**src/rtl/ps2_event_ctrl.sv**
```systemverilog
// PS/2 set-2 scan-code sequencer: folds E0/F0/E1 prefixes into key events and queues them in a FWFT FIFO.
// Event becomes visible one cycle after its final byte; a push into a full FIFO is dropped and flagged.
module ps2_event_ctrl #(
  parameter int FIFO_DEPTH     = 8,
  parameter int TIMEOUT_CYCLES = 50000
) (
  input  logic                          clk,
  input  logic                          reset,
  input  logic                          byte_valid,
  input  logic [7:0]                    byte_data,
  input  logic                          parity_ok,
  output logic                          evt_valid,
  input  logic                          evt_ready,
  output logic [7:0]                    evt_code,
  output logic                          evt_ext,
  output logic                          evt_break,
  output logic [$clog2(FIFO_DEPTH):0]   fifo_count,
  output logic                          busy,
  output logic                          parity_err,
  output logic                          overflow,
  input  logic                          err_clr
);

  localparam int AW = $clog2(FIFO_DEPTH);
  localparam int CW = AW + 1;
  localparam int TW = $clog2(TIMEOUT_CYCLES) + 1;

  typedef struct packed {
    logic [7:0] code;
    logic       ext;
    logic       brk;
  } evt_t;

  typedef enum logic [2:0] {
    S_IDLE,
    S_EXT,
    S_BRK,
    S_EXT_BRK,
    S_PAUSE
  } state_t;

  state_t          state_q, state_d;
  logic [2:0]      skip_q, skip_d;
  logic [TW-1:0]   tmo_q, tmo_d;
  logic            push_q, push_d;
  evt_t            push_evt_q, push_evt_d;
  evt_t            mem_q [FIFO_DEPTH];
  evt_t            mem_d [FIFO_DEPTH];
  logic [AW-1:0]   wr_ptr_q, wr_ptr_d, rd_ptr_q, rd_ptr_d;
  logic [CW-1:0]   count_q, count_d;
  logic            parity_err_q, parity_err_d;
  logic            overflow_q, overflow_d;

  logic            pop, full, wr, ovf_set;

  // Prefix sequencer; a completed event is staged in push_q and written to the FIFO next cycle.
  always_comb begin
    state_d    = state_q;
    skip_d     = skip_q;
    tmo_d      = tmo_q;
    push_d     = 1'b0;
    push_evt_d = push_evt_q;
    if (byte_valid) begin
      tmo_d = '0;
      if (!parity_ok) begin
        state_d = S_IDLE;
        skip_d  = '0;
      end else begin
        case (state_q)
          S_IDLE: begin
            case (byte_data)
              8'hE0: state_d = S_EXT;
              8'hF0: state_d = S_BRK;
              8'hE1: begin
                push_d     = 1'b1;
                push_evt_d = '{code: byte_data, ext: 1'b0, brk: 1'b0};
                state_d    = S_PAUSE;
                skip_d     = 3'd7;
              end
              8'h00, 8'hFF, 8'hAA, 8'hFA, 8'hEE, 8'hFC: ;
              default: begin
                push_d     = 1'b1;
                push_evt_d = '{code: byte_data, ext: 1'b0, brk: 1'b0};
              end
            endcase
          end
          S_EXT: begin
            if (byte_data == 8'hF0) begin
              state_d = S_EXT_BRK;
            end else if (byte_data != 8'hE0) begin
              push_d     = 1'b1;
              push_evt_d = '{code: byte_data, ext: 1'b1, brk: 1'b0};
              state_d    = S_IDLE;
            end
          end
          S_BRK, S_EXT_BRK: begin
            state_d = S_IDLE;
            if (byte_data != 8'hE0 && byte_data != 8'hF0) begin
              push_d     = 1'b1;
              push_evt_d = '{code: byte_data, ext: (state_q == S_EXT_BRK), brk: 1'b1};
            end
          end
          S_PAUSE: begin
            skip_d = skip_q - 3'd1;
            if (skip_q <= 3'd1) begin
              state_d = S_IDLE;
              skip_d  = '0;
            end
          end
          default: state_d = S_IDLE;
        endcase
      end
    end else if (state_q == S_IDLE) begin
      tmo_d = '0;
    end else if (tmo_q == TW'(TIMEOUT_CYCLES - 1)) begin
      // Stale partial sequence: abandon silently.
      state_d = S_IDLE;
      skip_d  = '0;
      tmo_d   = '0;
    end else begin
      tmo_d = tmo_q + TW'(1);
    end
  end

  always_comb begin
    pop     = (count_q != '0) && evt_ready;
    full    = (count_q == CW'(FIFO_DEPTH));
    wr      = push_q && (!full || pop);
    ovf_set = push_q && full && !pop;

    mem_d = mem_q;
    if (wr) mem_d[wr_ptr_q] = push_evt_q;

    wr_ptr_d = wr  ? wr_ptr_q + AW'(1) : wr_ptr_q;
    rd_ptr_d = pop ? rd_ptr_q + AW'(1) : rd_ptr_q;

    count_d = count_q;
    if (wr && !pop)      count_d = count_q + CW'(1);
    else if (!wr && pop) count_d = count_q - CW'(1);

    // A new error in the same cycle as err_clr must survive.
    parity_err_d = (parity_err_q && !err_clr) || (byte_valid && !parity_ok);
    overflow_d   = (overflow_q && !err_clr) || ovf_set;
  end

  always_ff @(posedge clk or posedge reset) begin
    if (reset) begin
      state_q      <= S_IDLE;
      skip_q       <= '0;
      tmo_q        <= '0;
      push_q       <= 1'b0;
      push_evt_q   <= '0;
      mem_q        <= '{default: '0};
      wr_ptr_q     <= '0;
      rd_ptr_q     <= '0;
      count_q      <= '0;
      parity_err_q <= 1'b0;
      overflow_q   <= 1'b0;
    end else begin
      state_q      <= state_d;
      skip_q       <= skip_d;
      tmo_q        <= tmo_d;
      push_q       <= push_d;
      push_evt_q   <= push_evt_d;
      mem_q        <= mem_d;
      wr_ptr_q     <= wr_ptr_d;
      rd_ptr_q     <= rd_ptr_d;
      count_q      <= count_d;
      parity_err_q <= parity_err_d;
      overflow_q   <= overflow_d;
    end
  end

  assign evt_valid  = (count_q != '0);
  assign evt_code   = mem_q[rd_ptr_q].code;
  assign evt_ext    = mem_q[rd_ptr_q].ext;
  assign evt_break  = mem_q[rd_ptr_q].brk;
  assign fifo_count = count_q;
  assign busy       = (state_q != S_IDLE);
  assign parity_err = parity_err_q;
  assign overflow   = overflow_q;

endmodule

```
**config.mk**
```make
export PLATFORM = sky130hd
export DESIGN_NAME = ps2_event_ctrl
export DESIGN_NICKNAME = d
export VERILOG_FILES = /design/src/rtl/ps2_event_ctrl.sv
export SDC_FILE = /design/constraint.sdc
export NUM_CORES = 1
export LEC_CHECK = 0
export CAP_MARGIN = 20
export CORE_UTILIZATION = 34
export CTS_CLUSTER_SIZE = 40
export DETAILED_ROUTE_END_ITERATION = 8
export PLACE_DENSITY = 0.47
export SLEW_MARGIN = 20
export SYNTH_ARGS = -nofsm -noshare
export SYNTH_HDL_FRONTEND = slang
export SYNTH_SLANG_ARGS = --single-unit
```
**constraint.sdc**
```tcl
create_clock -name clk -period 5.32 [get_ports clk]
set_clock_uncertainty 0.05 [all_clocks]
set_input_delay 1.064 -clock clk [delete_from_list [all_inputs] [get_ports clk]]
set_output_delay 1.064 -clock clk [all_outputs]
set_load 0.05 [all_outputs]
```
### Word-level counts from Yosys, hierarchy flattened

Index checks and enable logic that the tools add are counted.

* add/subtract/negate cells: 6
* magnitude comparators: 4
* equal/unequal tests: 26
* muxes and demuxes: 37
* bitwise logic cells: 2
* reductions and logical operators: 31

Operators by type and width (count)
* $bwmux 80: 1
* $mux 10: 7
* $eq 8x8->1 const B: 8
* $mux 17: 3
* $mux 3: 11
* $bmux 10 s3: 1
* $demux 10 s3: 1
* $pmux 10 s3: 1
* $pmux 3 s3: 2
* $add 17x1->17 const B: 1
* $eq 17x16->1 const B: 1
* $ne 8x8->1 const B: 2
* $logic_and 1x1->1: 11
* $ne 2x2->1 const B: 5
* $ge 4x4->1 const B: 2
* $logic_not 8->1: 1
* $mux 4: 2
* $not 3->4: 2
* $reduce_or 8->1: 1
* $reduce_and 7->1: 1
* $add 3x1->3 const B: 2
* $eq 3x2->1 const B: 2
* $mux 1: 6
* $pmux 3 s2: 1
* 23 further kinds: 31

* register bits after elaboration: 126
* input bits: 14
* output and inout bits: 18
* word-level logic and storage cells: 142

### Longest topological paths before layout

Gate-level depths: netlist (run 1).

* depth in word-level cells: 8
* gate-level depth with buffers: 12
* gate-level depth less buffers: 12

### Least setup slack after synthesis (run 1)

OpenSTA, ideal clock, no wires.

* path type: input -> register
* start point: input port evt_ready
* end point: register count_q[3] (netlist: fifo_count[3])
* setup time: 0.145 ns
* arrival: 2.796 ns
* path slack: 2.329 ns
* stages on the path: 11
* cell sequence: nand3b_1 -> nand2_1 -> clkinv_1 -> ha_1 -> inv_1 -> ha_1 -> a21o_1 -> a21oi_1 -> xnor2_1 -> nor2_1 -> xor2_1

* cells in the longest elaborated chain, start to end: 6
* elaborated cells on any way between the ends: 9
* classes of those cells: 1 x mux; 8 x reduce/logical

RTL lines
* start, declared: line 13 `input logic evt_ready,`
* $logic_and 1x1->1 (*): line 126 `pop = (count_q != '0) && evt_ready;`
* $logic_or 1x1->1 (*): line 128 `wr = push_q && (!full || pop);`
* $logic_and 1x1->1 (*): line 128
* named net wr: line 54 `logic pop, full, wr, ovf_set;`
* $logic_not 1->1: line 139 `else if (!wr && pop) count_d = count_q - CW'(1);`
* $logic_and 1x1->1: line 139
* $reduce_bool 2->1 (no line)
* end signal, assigned: line 168 `count_q <= count_d;`
* end, declared: line 50 `logic [CW-1:0] count_q, count_d;`

Mark *: on every way through the listed nets, which the timed path passes. The rest lies on a longest branch.
A chain may end at the register's enable or synchronous reset.

### Final worst setup path (run 1)

* start point: register rd_ptr_q[0]
* end point: output port evt_ext

* cells in the longest elaborated chain, start to end: 4

RTL lines
* start, declared: line 49 `logic [AW-1:0] wr_ptr_q, wr_ptr_d, rd_ptr_q, rd_ptr_d;`
* start signal, assigned: line 167 `rd_ptr_q <= rd_ptr_d;`
* $not 3->4 (implied by the code): line 176 `assign evt_ext = mem_q[rd_ptr_q].ext;`
* $bmux 10 s3: line 176
* $mux 10 (2 in series)
* end, declared: line 15 `output logic evt_ext,`

Every way passes these cells. The select of a mux whose other input is x is not followed.

==> results of run 1 <==
==> through the flow <==
| step | hold WS [ps] | instances | worst slack [ps] | power, W | utilization, % |
|---|---|---|---|---|---|
| 2_1_floorplan | 374 | 449 | 850 | 0.00264 | - |
| 3_3_place_gp | 397 | 688 | 1630 | 0.00305 | 37.9 |
| 3_5_place_dp | 415 | 688 | 1550 | 0.00308 | 37.9 |
| 4_1_cts | 422 | 720 | 1240 | 0.00417 | 41.1 |
| 5_1_grt | 440 | 721 | 1230 | 0.00435 | 41.2 |
| 6_report | 416 | 721 | 1390 | 0.00411 | 41.2 |
==> state kept, by name (all words and copies together) (netlist names) <==
name        flops
skip_q          3
wr_ptr_q        3
push_evt_q     10
state_q         3
mem_q          80
push_q          1
rd_ptr_q        3
fifo_count      4
tmo_q          17
parity_err      1
overflow        1
==> kinds of logic after synthesis <==
logic type               count (synthesis)
multiplexers                           120
flip-flops                             126
AND/OR/NAND/NOR                        100
AO/OA/AOI/OAI                           33
XOR/XNOR                                26
adder cells (fa/ha/maj)                  9
buffers and inverters                   35
==> worst max-delay path: cells and delay by family, from the launching register on <==
kind	cells	cell delay (ps)
buffers and inverters	2	1110
DFF	1	420
muxes	2	850
==> how the worst max path moves through the flow <==
stage	start	to	slack (ps)
final	rd_ptr_q[0]	evt_ext	1390
after CTS	rd_ptr_q[1]	evt_ext	1240
after global routing	rd_ptr_q[0]	evt_code[2]	1230
after floorplan	reset	fifo_count[0]	850
after detailed placement	evt_ready	fifo_count[3]	1550
after global placement	evt_ready	fifo_count[3]	1630
==> per-layer routing <==
layer | up-vias | global-route usage, % | routed length [um]
li1 | 1712 | - | -
met1 | 1874 | 20.3 | 5990
met2 | 65 | 25.3 | 6260
met3 | 15 | 4.58 | 438
met4 | 0 | 5.24 | 143
met5 | - | 0 | 0
==> synth_stat cells (all sizes together) <==
cell type,number
nor2,27
o41ai,1
and3,5
nor4,2
nor3,8
or4,2
inv,14
nand2b,2
clkinv,1
nor4b,2
a211oi,1
and4,2
nand3b,2
and4b,1
nand4b,3
nand2,19
buf,8
o21ai,8
o31ai,3
o21ba,1
nand4,8
o22ai,3
dfrtp,126
xnor2,12
o21a,1
xor2,14
a21oi,4
nor3b,1
or2,1
a311oi,1
o211ai,2
ha,8
a21o,3
a32o,1
fa,1
clkbuf,12
mux2,100
nand3,15
a41oi,1
mux4,20
a22o,3
==> layout make-up <==
cell class                 instances  area, sq um
tap                              225          282
timing repair buffer              35          348
inverter                          15         58.8
clock inverter                     6         60.1
clock buffer                      26          479
sequential                       126         3150
multi-input combinational        288         2710
fill                            1633        10100
==> power breakdown <==
group          internal, W  switching, W
Sequential         0.00127      0.000260
Clock             0.000664      0.000401
Combinational     0.000773      0.000739
==> results.yml, run 1 <==
cts:
  post-cts-setup-buffers: 0
  clockBufferDepth: 2
  ctsResizeCount: 0
  holdBufCountCts: 0
  cts_tree: "yes"
  cts.sinks: 126
  numCtsBuffers: 17
  cts.clk_slew.worst_paths_ps: 50
  clock_latency_ps: 420
  htreeDepth: 4
  clock-root-buffer: "clkbuf_16"
min_path:
  worstHoldPathType: "register to register"
  holdPathStages: 1
  hold_start: "tmo_q[0]"
  holdPathEnd: "tmo_q[0]"
finish:
  final_area_sq_um: 7090
  layout_common_cells: "126 x dfrtp_1, 100 x mux2_2, 31 x clkdlybuf4s50_1"
  syn2layout_area_growth_pct: 18.5
  layout-drive-gt1-share_pct: 31.7
  final_common_cell: "dfrtp_1"
  num_antenna_cells: 0
  final_net_count: 506
logic_synthesis:
  syn_nets: 472
  avgSynthCellArea_sq_um: 13.3
  synth_xor_xnor_area_share_pct: 3.80
  synth-adder-area-share_pct: 2.01
  synth_top_family_by_area: "multiplexers"
  synth-seq-area-share_pct: 52.7
  synth_warnings: 0
  synth_compound_area_share_pct: 3.97
  synthSimpleGateAreaFrac_pct: 8.70
  synthMuxAreaShare_pct: 26.3
  netlist.area_leader.share_pct: 52.7
  synth_area_leader_cell: "dfrtp_1"
  ys_types: 46
  synthesis.instances: 449
  yosys_register_bits: 126
  netlist_top_cells_area: "dfrtp_1 53%, mux2_2 19%, mux4_2 7.5%"
  syn_area_sq_um: 5990
grt:
  grt_pass1_wl_um: 21200
  antenna_found_initial: 0
  grt_pass1_vias: 3824
  grt_start_max_net_pins: 70
  grtUsageTotal_pct: 15.7
  grt_overflow_total: 0
route:
  drc: 0
  drtIter0Drc: 140
  num_vias: 3666
  firstDrtPassIters: 4
  wl_per_cell_um: 17.8
  avgViaCountPerCell: 5.08
  routed_wirelength_um: 12800
  postRouteAntennaNets: 0
sta:
  tns_ps: 0
  worst_pin_slew_ps: 916
  min_period_over_period_pct: 73.8
  final-setup-viol-count: 0
  relSlewSlack_pct: 38.7
  drv_slew: 0
  hold_viol_final: 0
  finalCriticalPeriod_ps: 3930
  fmax_mhz: 255
  rsz0062_at_grt: "no"
floorplan:
  fp.dieW_um: 135
  rows: 48
  die_area_sq_um: 18100
  start_util_pct: 34.7
  ios: 32
  die-height_um: 135
  core_sq_um: 17200
critical_path:
  cp_max_fo: 19
  slowest_delay_ps: 700
  cp_slowest_cell: "clkdlybuf4s50_1"
  rr_startpoint: "fifo_count[0]"
  timing.rr.end: "fifo_count[3]"
  arrival_ps: 2810
  path_cells: "buf_4, mux4_2, mux2_2, clkdlybuf4s50_1"
  crit_type: "register to primary output"
  end_kind: "primary output"
  r2r_slack_ps: 2430
  required_ps: 4210
  setup.worst_path.start_class: "register"
  rr_worst_depth: 12
placement:
  place_area_sq_um: 6540
  portBuffers: 31
  hpwl_um: 8310
  globalplace.congestion: 0.824
power:
  leakagePower_nw: 3.04
  p_per_area_nw_per_um2: 580
  peakVddDrop_mv: 0.486
job:
  timing.max_cap.violations: 0
outcome:
  status: "complete, no violations"
(Power assumes the default switching activity.)
==> run 2: changes to the inputs <==
==> constraint.sdc (replaced) <==
create_clock -name clk -period 3.95 [get_ports clk]
set_clock_uncertainty 0.05 [all_clocks]
set_input_delay 0.79 -clock clk [delete_from_list [all_inputs] [get_ports clk]]
set_output_delay 0.79 -clock clk [all_outputs]
set_load 0.05 [all_outputs]
==> results.yml, run 2 (same netlist as run 1, synthesis figures left out) <==
outcome:
  status: "complete, no violations"
sta:
  hold_viol_final: 0
  finalCriticalPeriod_ps: 3630
  min_period_over_period_pct: 91.9
  drv_slew: 0
  worst_pin_slew_ps: 745
  final-setup-viol-count: 0
  rsz0062_at_grt: "no"
  fmax_mhz: 276
  tns_ps: 0
  relSlewSlack_pct: 50.0
power:
  p_total_w: 0.00559
  peakVddDrop_mv: 0.405
  p_per_area_nw_per_um2: 783
  leakagePower_nw: 3.06
grt:
  grt_start_max_net_pins: 104
  grt_overflow_total: 0
  grt_pass1_wl_um: 20800
  grtUsageTotal_pct: 15.4
  grt_pass1_vias: 3787
  antenna_found_initial: 0
cts:
  post-cts-setup-buffers: 0
  clockBufferDepth: 2
  cts.sinks: 126
  ctsResizeCount: 0
  cts_tree: "yes"
  cts.clk_slew.worst_paths_ps: 50
  htreeDepth: 4
  clock_latency_ps: 410
  clock-root-buffer: "clkbuf_16"
  numCtsBuffers: 17
  holdBufCountCts: 0
critical_path:
  timing.rr.end: "fifo_count[3]"
  rr_worst_depth: 12
  r2r_slack_ps: 1140
  rr_startpoint: "fifo_count[1]"
  required_ps: 3110
  arrival_ps: 2790
  setup.worst_path.start_class: "register"
  crit_type: "register to primary output"
  end_kind: "primary output"
  cp_max_fo: 20
route:
  postRouteAntennaNets: 0
  routed_wirelength_um: 12600
  drc: 0
  firstDrtPassIters: 5
  avgViaCountPerCell: 5.11
  num_vias: 3700
  drtIter0Drc: 127
  wl_per_cell_um: 17.5
finish:
  n_fill_cell: 1623
  syn2layout_area_growth_pct: 19.4
  final_net_count: 510
  layout-drive-gt1-share_pct: 33.3
  num_antenna_cells: 0
  final_common_cell: "dfrtp_1"
  layout_common_cells: "126 x dfrtp_1, 100 x mux2_2, 31 x clkdlybuf4s50_1"
  largest_register_ff_count: 80
  top_regs: "mem_q (80), tmo_q (17), push_evt_q (10)"
  regMostFlops: "mem_q"
floorplan:
  start_util_pct: 34.7
  fp.dieW_um: 135
  die-height_um: 135
  die_area_sq_um: 18100
  ios: 32
  rows: 48
  core_sq_um: 17200
min_path:
  holdPathEnd: "tmo_q[0]"
  holdPathStages: 1
  worstHoldPathType: "register to register"
  hold_start: "tmo_q[0]"
placement:
  hpwl_um: 8080
  portBuffers: 31
  globalplace.congestion: 0.790
job:
  timing.max_cap.violations: 0
[run 2: changes by cell type in the layout (fill, tap and decap cells not counted), moves of 2 or more]
cell,delta
nor4b_4,-2
nor4b_2,+2
clkinvlp_4,+2
clkinv_2,+2
clkbuf_1,-6
buf_4,+4
[run 2: worst max-delay path by stage]
stage / from / to / slack [ps]
after floorplan: fifo_count[0] / fifo_count[3] / 1070
after global placement: evt_ready / fifo_count[3] / 610
after detailed placement: evt_ready / fifo_count[3] / 510
after CTS: rd_ptr_q[0] / evt_break / 270
after global routing: rd_ptr_q[0] / evt_break / 200
final: rd_ptr_q[0] / evt_break / 320
[run 2: cell type report]
cell class                 instances  area [sq um]  share of cell area, %
multi-input combinational        288          2700                   37.7
sequential                       126          3150                   44.1
clock buffer                      20           457                   6.39
tap                              225           282                   3.94
timing repair buffer              39           383                   5.36
inverter                          15          60.1                  0.840
clock inverter                    11           116                   1.63
[run 2: per-stage QoR]
stage,setup slack [ps],cells,utilization (%),hold WS [ps],area [sq um]
floorplan,1070,449,-,374,5990
global placement,612,693,38.1,397,6570
detailed placement,506,693,38.1,397,6570
CTS,270,724,41.5,404,7150
global route,203,724,41.5,436,7150
finish,321,724,41.5,399,7150
[run 2: power by group]
part | internal (W) | total (W) | switching (W)
sequential | 0.00172 | 0.00204 | 0.000321
combinational | 0.00103 | 0.00204 | 0.00101
clock | 0.000953 | 0.00151 | 0.000559
total | 0.00370 | 0.00559 | 0.00189
[run 2: critical path: stages (launching register included)]
cell,delay [ps]
dfrtp_1,380
buf_4,410
mux4_2,560
mux2_2,300
clkdlybuf4s50_1,710
[run 2: metal layers]
| metal | part of all wire [%] | up-vias | global-route usage [%] |
|---|---|---|---|
| met1 | 48 | 1926 | 20.9 |
| met5 | 0 | - | 0 |
| met4 | 1.5 | 0 | 5.99 |
| met3 | 2.1 | 15 | 3.68 |
| met2 | 49 | 45 | 23.8 |
| li1 | - | 1714 | - |
==> run 3: changes to the inputs <==
--- a/config.mk
+++ b/config.mk
@@ -6,6 +6,7 @@
 export NUM_CORES = 1
 export LEC_CHECK = 0
 export CAP_MARGIN = 20
+export CORE_MARGIN = 5
 export CORE_UTILIZATION = 34
 export CTS_CLUSTER_SIZE = 40
 export DETAILED_ROUTE_END_ITERATION = 8
==> results.yml, run 3 (same netlist as run 1, synthesis figures left out) <==
floorplan:
  fp.dieW_um: 143
  rows: 48
  die_area_sq_um: 20400
  core_sq_um: 17300
  ios: 32
  die-height_um: 143
  start_util_pct: 34.6
power:
  peakVddDrop_mv: 0.428
  p_sw_w: 0.00191
  leakagePower_nw: 3.08
  combPwrFrac_pct: 36.6
  p_total_w: 0.00568
  swShare_pct: 33.6
  p_int_w: 0.00377
  p_per_area_nw_per_um2: 790
  pwr-share-seq_pct: 35.9
  p_clk_share_pct: 27.5
placement:
  dp.cells: 695
  globalplace.congestion: 0.824
  portBuffers: 31
  hpwl_um: 8390
cts:
  clockBufferDepth: 2
  cts.clk_slew.worst_paths_ps: 60
  post-cts-setup-buffers: 0
  cts.sinks: 126
  clock-root-buffer: "clkbuf_16"
  numCtsBuffers: 17
  clock_latency_ps: 410
  htreeDepth: 4
  cts_tree: "yes"
  holdBufCountCts: 0
  ctsResizeCount: 0
critical_path:
  cp_max_fo: 20
  arrival_ps: 2620
  required_ps: 3110
  setup.worst_path.start_class: "register"
  end_kind: "primary output"
  crit_type: "register to primary output"
  rr_worst_depth: 12
grt:
  grt_overflow_total: 0
  antenna_found_initial: 0
  grt_pass1_wl_um: 21300
  grt_pass1_vias: 3855
  grtUsageTotal_pct: 13.8
  grt_start_max_net_pins: 57
sta:
  final-setup-viol-count: 0
  fmax_mhz: 289
  hold_viol_final: 0
  tns_ps: 0
  finalCriticalPeriod_ps: 3460
  relSlewSlack_pct: 50.3
  drv_slew: 0
  worst_pin_slew_ps: 741
  hold_slack_ps: 413
  min_period_over_period_pct: 87.5
  rsz0062_at_grt: "no"
finish:
  fin_util_pct: 41.6
  n_fill_cell: 1634
  largest_register_ff_count: 80
  final_common_cell: "dfrtp_1"
  layout.cells.non_filler: 727
  layout_common_cells: "126 x dfrtp_1, 100 x mux2_2, 31 x clkdlybuf4s50_1"
  num_antenna_cells: 0
  syn2layout_area_growth_pct: 20.2
  top_regs: "mem_q (80), tmo_q (17), push_evt_q (10)"
  layout-drive-gt1-share_pct: 33.3
  regMostFlops: "mem_q"
  final_net_count: 512
min_path:
  worstHoldPathType: "register to register"
  holdPathStages: 1
job:
  timing.max_cap.violations: 0
route:
  num_vias: 3702
  avgViaCountPerCell: 5.09
  postRouteAntennaNets: 0
  wl_per_cell_um: 17.9
  firstDrtPassIters: 4
  drc: 0
  routed_wirelength_um: 13000
  drtIter0Drc: 115
outcome:
  status: "complete, no violations"
run 3: cell type report:
type / count / area (sq um) / share of cell area, %
Clock buffer: 21 / 450 / 6.26
Clock inverter: 11 / 141 / 1.97
Inverter: 15 / 60.1 / 0.835
Multi-Input combinational cell: 288 / 2700 / 37.5
Sequential cell: 126 / 3150 / 43.8
Tap cell: 225 / 282 / 3.91
Timing Repair Buffer: 41 / 410 / 5.71
run 3: metrics by stage:
stage / setup slack, ps / instance area (sq um)
3_3_place_gp: 615 / 6600
4_1_cts: 434 / 7190
6_report: 495 / 7190
2_1_floorplan: 1070 / 5990
5_1_grt: 403 / 7190
3_5_place_dp: 525 / 6600
run 3: power by group through the flow:
stage | sequential [W] | clock [W] | combinational (W)
2_1_floorplan | 0.00199 | 0 | 0.00157
3_3_place_gp | 0.00204 | 0 | 0.00209
3_5_place_dp | 0.00206 | 0 | 0.00211
4_1_cts | 0.00204 | 0.00160 | 0.00212
5_1_grt | 0.00210 | 0.00167 | 0.00223
6_report | 0.00204 | 0.00156 | 0.00208
run 3: worst max-delay path, cell delays in order, from the launching register on:
cell,delay (ps)
dfrtp_1,430
buf_12,230
mux4_2,520
mux2_2,300
clkdlybuf4s50_1,710
run 3: worst paths after layout:
path,from,to,slack [ps]
worst max register to register,fifo_count[0],fifo_count[3],1120
worst min register to register,tmo_q[0],tmo_q[0],410
min in group asynchronous,reset,overflow,780
worst max-delay path,rd_ptr_q[0],evt_code[3],490
worst min-delay path,tmo_q[0],tmo_q[0],410
max in group asynchronous,reset,push_evt_q[7],2340
run 3: routing by layer:
| metal | GRT usage, % | up-vias | share of wire (%) |
|---|---|---|---|
| li1 | - | 1719 | - |
| met1 | 17.9 | 1937 | 47 |
| met2 | 22.4 | 36 | 49 |
| met3 | 3.99 | 10 | 2.8 |
| met4 | 4.65 | 0 | 1.2 |
| met5 | 0 | - | 0 |
